--- config.mk ---
export PLATFORM = sky130hd
export DESIGN_NAME = aer_event_decoder
export DESIGN_NICKNAME = d
export VERILOG_FILES = /design/src/rtl/snn_aer_pkg.sv /design/src/rtl/aer_event_fifo.sv /design/src/rtl/aer_event_decoder.sv
export SDC_FILE = /design/constraint.sdc
export NUM_CORES = 1
export LEC_CHECK = 0
export CORE_MARGIN = 4
export CORE_UTILIZATION = 29
export CTS_BUF_LIST = sky130_fd_sc_hd__clkbuf_8
export DETAILED_ROUTE_END_ITERATION = 8
export GPL_TIMING_DRIVEN = 0
export SYNTH_ARGS = -nofsm -noshare
export SYNTH_HDL_FRONTEND = slang
export SYNTH_SLANG_ARGS = --single-unit
--- constraint.sdc ---
create_clock -name clk -period 3.5 [get_ports clk]
set_input_delay 0.875 -clock clk [delete_from_list [all_inputs] [get_ports clk]]
set_output_delay 0.875 -clock clk [all_outputs]
set_load 0.01 [all_outputs]
--- src/rtl/snn_aer_pkg.sv ---
// Shared definitions for the AER event decoder: FSM encoding, default widths,
// and small helpers (one-hot builder, ceiling log2).
package snn_aer_pkg;

    // Handshake FSM encoding
    localparam logic [0:0] ST_IDLE = 1'b0;
    localparam logic [0:0] ST_ACK  = 1'b1;

    // Default parameter values
    localparam int unsigned DEF_NUM_CH      = 4;
    localparam int unsigned DEF_ADDR_W      = 3;
    localparam int unsigned DEF_FIFO_DEPTH  = 4;
    localparam int unsigned DEF_SYNC_STAGES = 2;

    // Widest spike vector the one-hot helper can build
    localparam int unsigned MAX_CH = 64;

    // Ceiling log2, with clog2_u(1) = 0
    function automatic int unsigned clog2_u(input int unsigned v);
        int unsigned r;
        r = 0;
        while ((32'd1 << r) < v) begin
            r = r + 1;
        end
        return r;
    endfunction

    // One-hot vector with bit idx set; callers truncate to their channel count
    function automatic logic [MAX_CH-1:0] onehot(input int unsigned idx);
        return MAX_CH'(1) << idx;
    endfunction

endpackage

--- src/rtl/aer_event_fifo.sv ---
// Synchronous event FIFO.
// Ports: clk, rst (async, active-high), push/wdata, pop/rdata (head, valid
// when not empty), full, empty, level (occupancy). Push when full and pop when
// empty are ignored.
module aer_event_fifo
    import snn_aer_pkg::*;
#(
    parameter int unsigned DEPTH = DEF_FIFO_DEPTH,
    parameter int unsigned WIDTH = DEF_ADDR_W
) (
    input  logic                      clk,
    input  logic                      rst,
    input  logic                      push,
    input  logic [WIDTH-1:0]          wdata,
    input  logic                      pop,
    output logic [WIDTH-1:0]          rdata,
    output logic                      full,
    output logic                      empty,
    output logic [clog2_u(DEPTH):0]   level
);

    localparam int unsigned PTR_W = clog2_u(DEPTH);
    localparam int unsigned LVL_W = PTR_W + 1;

    logic [WIDTH-1:0] mem [DEPTH];
    logic [PTR_W-1:0] wr_ptr;
    logic [PTR_W-1:0] rd_ptr;
    logic             do_push;
    logic             do_pop;

    assign full    = (level == LVL_W'(DEPTH));
    assign empty   = (level == '0);
    assign do_push = push && !full;
    assign do_pop  = pop && !empty;
    assign rdata   = mem[rd_ptr];

    // Storage needs no reset; occupancy gates every read
    always_ff @(posedge clk) begin
        if (do_push) begin
            mem[wr_ptr] <= wdata;
        end
    end

    // Pointers wrap naturally because DEPTH is a power of two
    always_ff @(posedge clk or posedge rst) begin
        if (rst) begin
            wr_ptr <= '0;
            rd_ptr <= '0;
            level  <= '0;
        end else begin
            if (do_push) wr_ptr <= wr_ptr + PTR_W'(1);
            if (do_pop)  rd_ptr <= rd_ptr + PTR_W'(1);
            case ({do_push, do_pop})
                2'b10:   level <= level + LVL_W'(1);
                2'b01:   level <= level - LVL_W'(1);
                default: level <= level;
            endcase
        end
    end

endmodule

--- src/rtl/aer_event_decoder.sv ---
// AER link receiver: 4-phase req/ack bundled-data handshake in, one-cycle
// one-hot spike pulses out, with an event FIFO for backpressure.
// Ports: clk, rst (async, active-high), aer_req/aer_addr/aer_ack (link),
// enable (drain FIFO), spike_out (one-hot pulse), event_count (saturating
// spike count), addr_err (invalid address pulse), fifo_level (occupancy).
module aer_event_decoder
    import snn_aer_pkg::*;
#(
    parameter int unsigned NUM_CH      = DEF_NUM_CH,
    parameter int unsigned ADDR_W      = DEF_ADDR_W,
    parameter int unsigned FIFO_DEPTH  = DEF_FIFO_DEPTH,
    parameter int unsigned SYNC_STAGES = DEF_SYNC_STAGES
) (
    input  logic                            clk,
    input  logic                            rst,
    input  logic                            aer_req,
    input  logic [ADDR_W-1:0]               aer_addr,
    output logic                            aer_ack,
    input  logic                            enable,
    output logic [NUM_CH-1:0]               spike_out,
    output logic [15:0]                     event_count,
    output logic                            addr_err,
    output logic [clog2_u(FIFO_DEPTH):0]    fifo_level
);

    logic [SYNC_STAGES-1:0] sync_q;
    logic                   req_s;
    logic [0:0]             state_q;
    logic [0:0]             state_d;
    logic                   ack_d;
    logic                   err_d;
    logic                   push;
    logic                   pop;
    logic                   addr_valid;
    logic                   fifo_full;
    logic                   fifo_empty;
    logic [ADDR_W-1:0]      head;

    // Request synchronizer; aer_addr is only looked at once req_s is high
    always_ff @(posedge clk or posedge rst) begin
        if (rst) sync_q <= '0;
        else     sync_q <= {sync_q[SYNC_STAGES-2:0], aer_req};
    end
    assign req_s = sync_q[SYNC_STAGES-1];

    assign addr_valid = (32'(aer_addr) < NUM_CH);
    assign pop        = enable && !fifo_empty;

    // FSM state and registered handshake outputs
    always_ff @(posedge clk or posedge rst) begin
        if (rst) begin
            state_q  <= ST_IDLE;
            aer_ack  <= 1'b0;
            addr_err <= 1'b0;
        end else begin
            state_q  <= state_d;
            aer_ack  <= ack_d;
            addr_err <= err_d;
        end
    end

    // Accept when not full (occupancy before this edge); invalid addresses
    // are acknowledged but dropped
    always_comb begin
        state_d = state_q;
        ack_d   = aer_ack;
        err_d   = 1'b0;
        push    = 1'b0;
        case (state_q)
            ST_IDLE: begin
                ack_d = 1'b0;
                if (req_s && !fifo_full) begin
                    push    = addr_valid;
                    err_d   = !addr_valid;
                    ack_d   = 1'b1;
                    state_d = ST_ACK;
                end
            end
            ST_ACK: begin
                ack_d = 1'b1;
                if (!req_s) begin
                    ack_d   = 1'b0;
                    state_d = ST_IDLE;
                end
            end
            default: begin
                ack_d   = 1'b0;
                state_d = ST_IDLE;
            end
        endcase
    end

    aer_event_fifo #(
        .DEPTH (FIFO_DEPTH),
        .WIDTH (ADDR_W)
    ) u_fifo (
        .clk   (clk),
        .rst   (rst),
        .push  (push),
        .wdata (aer_addr),
        .pop   (pop),
        .rdata (head),
        .full  (fifo_full),
        .empty (fifo_empty),
        .level (fifo_level)
    );

    // Drain one event per cycle into a one-hot pulse and count it
    always_ff @(posedge clk or posedge rst) begin
        if (rst) begin
            spike_out   <= '0;
            event_count <= '0;
        end else begin
            spike_out <= pop ? NUM_CH'(onehot(32'(head))) : '0;
            if (pop && event_count != 16'hFFFF) begin
                event_count <= event_count + 16'd1;
            end
        end
    end

endmodule

==> Word-level counts from Yosys, hierarchy flattened <==
Memory sizes are Yosys's and may differ from the RTL's.
Cells that the tools add are included.
{ "totals": {"regBits": 31, "mem_bits_rw": 12, "inputBits": 7, "wordCells": 42, "mem_count": 1} }
{ "memory_table": {"columns": ["name", "depth", "word_bits", "read_ports", "rd_ports_with_merged_regs", "write_ports", "line", "rtl"], "rows": [
  ["u_fifo.mem", 4, 3, 1, 0, 1, "aer_event_fifo.sv:25", "logic [WIDTH-1:0] mem [DEPTH];"]
]} }
{ "op_classes": {"n_addsub": 5, "order_cmp": 1, "n_eq_ne": 4, "n_shift": 1, "mux": 11, "bitwise_logic": 1, "n_reduce_logical": 10} }
{ "ops": {"columns": ["cell", "count"], "rows": [
  ["$add A16 B1 Y16 const B", 1],
  ["$ne A16 B16 Y1 const B", 1],
  ["$mux W1", 8],
  ["$pmux W3 S2", 1],
  ["$logic_and A1 B1 Y1", 5],
  ["$add A2 B1 Y2 const B", 2],
  ["$mux W4", 1],
  ["$shl A1 B3 Y4 const A", 1],
  ["$add A3 B1 Y3 const B", 1],
  ["$eq A3 B3 Y1 const B", 1],
  ["$logic_not A1 Y1", 3],
  ["$logic_not A3 Y1", 1],
  ["$lt A3 B3 Y1 const B", 1],
  ["$sub A3 B1 Y3 const B", 1],
  ["$eq A2 B1 Y1 const B", 1],
  ["$eq A2 B2 Y1 const B", 1],
  ["$pmux W1 S2", 1],
  ["$reduce_bool A2 Y1", 1],
  ["$not A1 Y1", 1]
]} }

==> Longest topological paths before layout <==
{ "depth": {"word_depth": 8, "depth_mapped": 10} }

==> Modules after synthesis <==
Synthesis repeated with hierarchy kept, for this count alone.
{ "hier_totals": {"cells_unflattened": 152, "hier_area_um2": 1958.1} }
{ "by_module_without_submodules": {"columns": ["mod", "instances", "cells_each", "area_per_inst_um2", "seq_area_each_um2"], "rows": [
  ["aer_event_decoder", 1, 98, 1079.8, 600.6],
  ["aer_event_fifo", 1, 54, 878.3, 535.5]
]} }

==> Worst setup path before layout <==
Ideal clock, no wire load.
{ "synth_path": {"kind": "input-to-reg", "from": "input aer_addr[2]", "to": "register u_fifo.level[2]", "arrival_time_ps": 2132, "t_required_ps": 3421, "slack_ps": 1289, "stages": 8, "path_buffers": 0, "path_cell_list": "and4bb_2 > inv_1 > ha_1 > inv_1 > fa_1 > xor2_1 > nor2_1 > xor2_1"} }
{ "synth_via": {"elab_chain_len": 6, "word_cells_on_any_way": 8, "classes_between": "1 x order compare; 2 x eq/ne; 3 x mux; 2 x reduce/logical"} }
{ "synth_rtl": {"columns": ["element", "line", "rtl"], "rows": [
  ["from (decl)", "aer_event_decoder.sv:17", "input logic [ADDR_W-1:0] aer_addr,"],
  ["$lt A3 B3 Y1 (*)", "aer_event_decoder.sv:46", "assign addr_valid = (32'(aer_addr) < NUM_CH);"],
  ["$mux W1 (*)", "aer_event_decoder.sv:72", "if (req_s && !fifo_full) begin"],
  ["$mux W1 (*)", "aer_event_decoder.sv:69", "case (state_q)"],
  ["$logic_and A1 B1 Y1 (*)", "aer_event_fifo.sv:33", "assign do_push = push && !full;"],
  ["$eq A2 B1 Y1 / $eq A2 B2 Y1 (equally long branches)", "aer_event_fifo.sv:53", "case ({do_push, do_pop})"],
  ["$pmux W3 S2 / $reduce_bool A2 Y1 (equally long branches)", null, null],
  ["to (signal assigned)", "aer_event_fifo.sv:54", "2'b10: level <= level + LVL_W'(1);"],
  ["to (signal assigned)", "aer_event_fifo.sv:55", "2'b01: level <= level - LVL_W'(1);"],
  ["to (signal assigned)", "aer_event_fifo.sv:56", "default: level <= level;"],
  ["to (decl)", "aer_event_fifo.sv:19", "output logic [clog2_u(DEPTH):0] level"]
]} }
Every way passes the cells marked *; elsewhere a longest branch is shown, timed or not.
A chain may end at the register's enable or synchronous reset.

==> Worst setup path in the final report <==
Same ends and word-level chain as after synthesis.

==> impl_metrics.json <==
{
  "final_util_pct": 38.5,
  "gpl.final_weighted_congestion": 0.722,
  "n_antenna_cell": 0,
  "placed_area_um2": 2340,
  "area_of_the_core_um2": 6420,
  "ctsHoldBuffers": 0,
  "critPathCapture": "u_fifo.level[2]$_DFFE_PP0P_",
  "dieWidth_um": 89.6,
  "timing.final.setup_violations": 0,
  "reg2reg_depth": 10,
  "post-synth-top-area-cell": "dfrtp_1",
  "path_max_fanout": 7,
  "critPathLaunch": "aer_addr[2]",
  "globalRouteTotalUtil_pct": 9.03,
  "grt_util_met2_pct": 13.4,
  "maxSlewHeadroom_pct": 71.0,
  "wl_mm": 3.31,
  "synth.cell_area_um2": 1930,
  "grt_start_max_net_pins": 32,
  "status": "complete, no violations",
  "synth-seq-area-share_pct": 58.9,
  "cts_tree": "done",
  "postCtsResizedCells": 0,
  "area_growth_syn_to_layout_pct": 28.1,
  "drt_iter0_drc": 41,
  "finalSetupTns_ns": 0,
  "r2r_end": "u_fifo.level[2]$_DFFE_PP0P_",
  "power.density_cell_area_nw_per_um2": 658,
  "die_h_um": 89.6,
  "grt.overflow.total": 0,
  "crit_arrival_ns": 2.84,
  "final_net_count": 191,
  "layout_setup_ws_ns": 0.873,
  "synth_warnings": 0,
  "root_buffer": "clkbuf_8",
  "netlist-cell-type-count": 38,
  "timing_hold_violations_final": 0,
  "initial_utilization_pct": 30.0,
  "top_usage_layer_grt": "met2",
  "std_cell_rows": 29,
  "met1_demand_to_capacity_share_in_global_routing_pct": 12.5,
  "grt_pass1_wl_mm": 5.55,
  "via_count": 1142,
  "top_level_ports": 32,
  "clk_transition_reported_paths_ns": 0.08,
  "power.ir.vdd_worst_mv": 0.307,
  "route.detailed.vias_per_inst": 4.48,
  "fin_crit_sh_pct": 75.0,
  "synth.net_count": 152,
  "via_count_of_the_first_global_routing_pass": 1197,
  "grt_setup_unrepaired": "no",
  "grt_antenna_before_repair": 0,
  "clock_tree.htree_level_count": 2,
  "totalPowerFinal_mw": 1.63,
  "post-cts-setup-buffer-count": 0,
  "yosys.area.top_type_share_pct": 40.2,
  "dr.pass1.iters": 4,
  "period_minus_slack_ns": 2.63,
  "crit-reg2reg-launch": "u_fifo.level[1]$_DFFE_PP0P_",
  "insertion_delay_ns": 0.29,
  "slew_at_the_pin_closest_to_its_max_slew_limit_ns": 0.435,
  "startpoint_type": "input pin",
  "drc_errors": 0,
  "worstHoldPathType": "register to register",
  "timing_worst_setup_path_type": "input pin to register",
  "final_layout_worst_hold_slack_ns": 0.355,
  "p_leak_nw": 1.03,
  "r2r_setup_slack_ns": 1.32,
  "gr-usage-met3_pct": 2.67,
  "tritoncts.num_buffers": 5,
  "dp_hpwl_mm": 2.38,
  "max_freq_ghz": 0.381,
  "synthTopCellsByArea": "dfrtp_1 (40%), edfxtp_1 (19%), xor2_1 (5.4%)",
  "design.die.area_um2": 8020,
  "non_filler_cells_final": 255,
  "tritoncts_num_sinks": 43,
  "ctsLongestPathBuffers": 2,
  "maxCapViolCount": 0,
  "synthCells": 138,
  "io_buffer_count": 31,
  "number_of_antenna_violating_nets_in_the_routed_design": 0,
  "stdcell_area_um2": 2470,
  "ys_seq_elements": 43,
  "final_layout_size_suffix_gt1_share_pct": 14.0,
  "post_place_worst_slack_ns": 0.568,
  "drv_slew": 0,
  "synth_area_per_cell_um2": 14.0,
  "post-place-cells": 246,
  "crit_required_ns": 3.71,
  "route.detailed.wl_per_inst_um": 13.0,
  "timing.critical_path.to_type": "register",
  "fin_worst_skew_ns": 0.00612
}
-- how the worst min path moves through the flow --
stage | startpoint | end | slack, ns | depth (start not counted)
2_1_floorplan | sync_q[0]$_DFF_PP0_ | sync_q[1]$_DFF_PP0_ | 0.33 | 0
3_3_place_gp | sync_q[0]$_DFF_PP0_ | sync_q[1]$_DFF_PP0_ | 0.34 | 0
3_5_place_dp | sync_q[0]$_DFF_PP0_ | sync_q[1]$_DFF_PP0_ | 0.34 | 0
4_1_cts | sync_q[0]$_DFF_PP0_ | sync_q[1]$_DFF_PP0_ | 0.36 | 0
5_1_grt | sync_q[0]$_DFF_PP0_ | sync_q[1]$_DFF_PP0_ | 0.39 | 0
6_report | sync_q[0]$_DFF_PP0_ | sync_q[1]$_DFF_PP0_ | 0.35 | 0
-- flip-flops by register name, summed over array words and instances, names as in the netlist --
signal and flops:
spike_out 4, u_fifo.wr_ptr 2, addr_err 1, sync_q 2, state_q 1, u_fifo.level 3, event_count 16, u_fifo.rd_ptr 2
u_fifo.mem 12
-- report_power, final --
group / switching, mW / leakage [nW] / internal [mW] / total, mW
registers: 0.104 / 0.505 / 0.620 / 0.724
logic: 0.236 / 0.473 / 0.289 / 0.525
clock network: 0.169 / 0.0556 / 0.209 / 0.378
-- worst max-delay path: stages --
cell and delay, ns:
clkdlybuf4s50_1 0.57, and4bb_2 0.31, inv_1 0.07, ha_1 0.18, inv_1 0.06, fa_1 0.37, xor2_1 0.15, nor2_1 0.11
xor2_1 0.15
-- area by class of cell --
class | count | area [um^2]
fillers | 617 | 3950
flip-flops and latches | 43 | 1140
multi-input cells | 85 | 746
repair buffers | 32 | 338
well taps | 77 | 96.3
clock buffers | 5 | 68.8
clock inverters | 3 | 38.8
inverters | 9 | 36.3
plain buffers | 1 | 11.3
-- Yosys cell counts (all sizes together) --
master and number:
dfrtp 31, edfxtp 12, xor2 12, inv 9, nand2 9, ha 6
xnor2 6, and2 5, nor3 5, nand3 4, nor2 4, o21ai 4
and3 3, and4 3, mux4 3, nand4 3, nor4 3, and4bb 2
mux2 2, a21oi 1, a31oi 1, a41oi 1, and3b 1, and4b 1
buf 1, fa 1, mux2i 1, nor3b 1, nor4b 1, o21a 1
o31ai 1
-- cells in the final DEF, fill, tap and decap left out, types with 2 or more instances in the layout --
master / synthesis / final
nor4_1: 2 / 2
and3_1: 3 / 3
ha_1: 6 / 6
xnor2_1: 6 / 6
nand4_1: 2 / 2
clkdlybuf4s50_1: 0 / 31
nor2_1: 4 / 4
dfrtp_1: 31 / 31
edfxtp_1: 12 / 12
clkbuf_8: 0 / 5
clkinv_1: 0 / 2
nor3_1: 5 / 5
mux4_2: 3 / 3
and2_1: 5 / 5
xor2_1: 12 / 12
mux2_2: 2 / 2
o21ai_0: 4 / 4
nand3_1: 3 / 3
inv_1: 8 / 7
nand2_1: 9 / 9
-- per-layer routing --
metal | vias to the layer above | share of wire [%]
li1 | 571 | -
met1 | 539 | 50
met2 | 27 | 45
met3 | 5 | 4.8
met4 | 0 | 0.78
met5 | - | 0
-- logic make-up (layout without fill, tap and decap cells) --
family | Yosys count | count (layout) | synth area share, %
AO/OA/AOI/OAI | 9 | 9 | 3.96
XOR/XNOR | 18 | 18 | 8.17
adder cells (fa/ha/maj) | 7 | 7 | 4.93
buffers and inverters | 10 | 50 | 2.46
flip-flops | 43 | 43 | 58.9
multiplexers | 6 | 6 | 5.19
AND/OR/NAND/NOR | 45 | 45 | 16.4
Power figures use the tool's default switching activity.
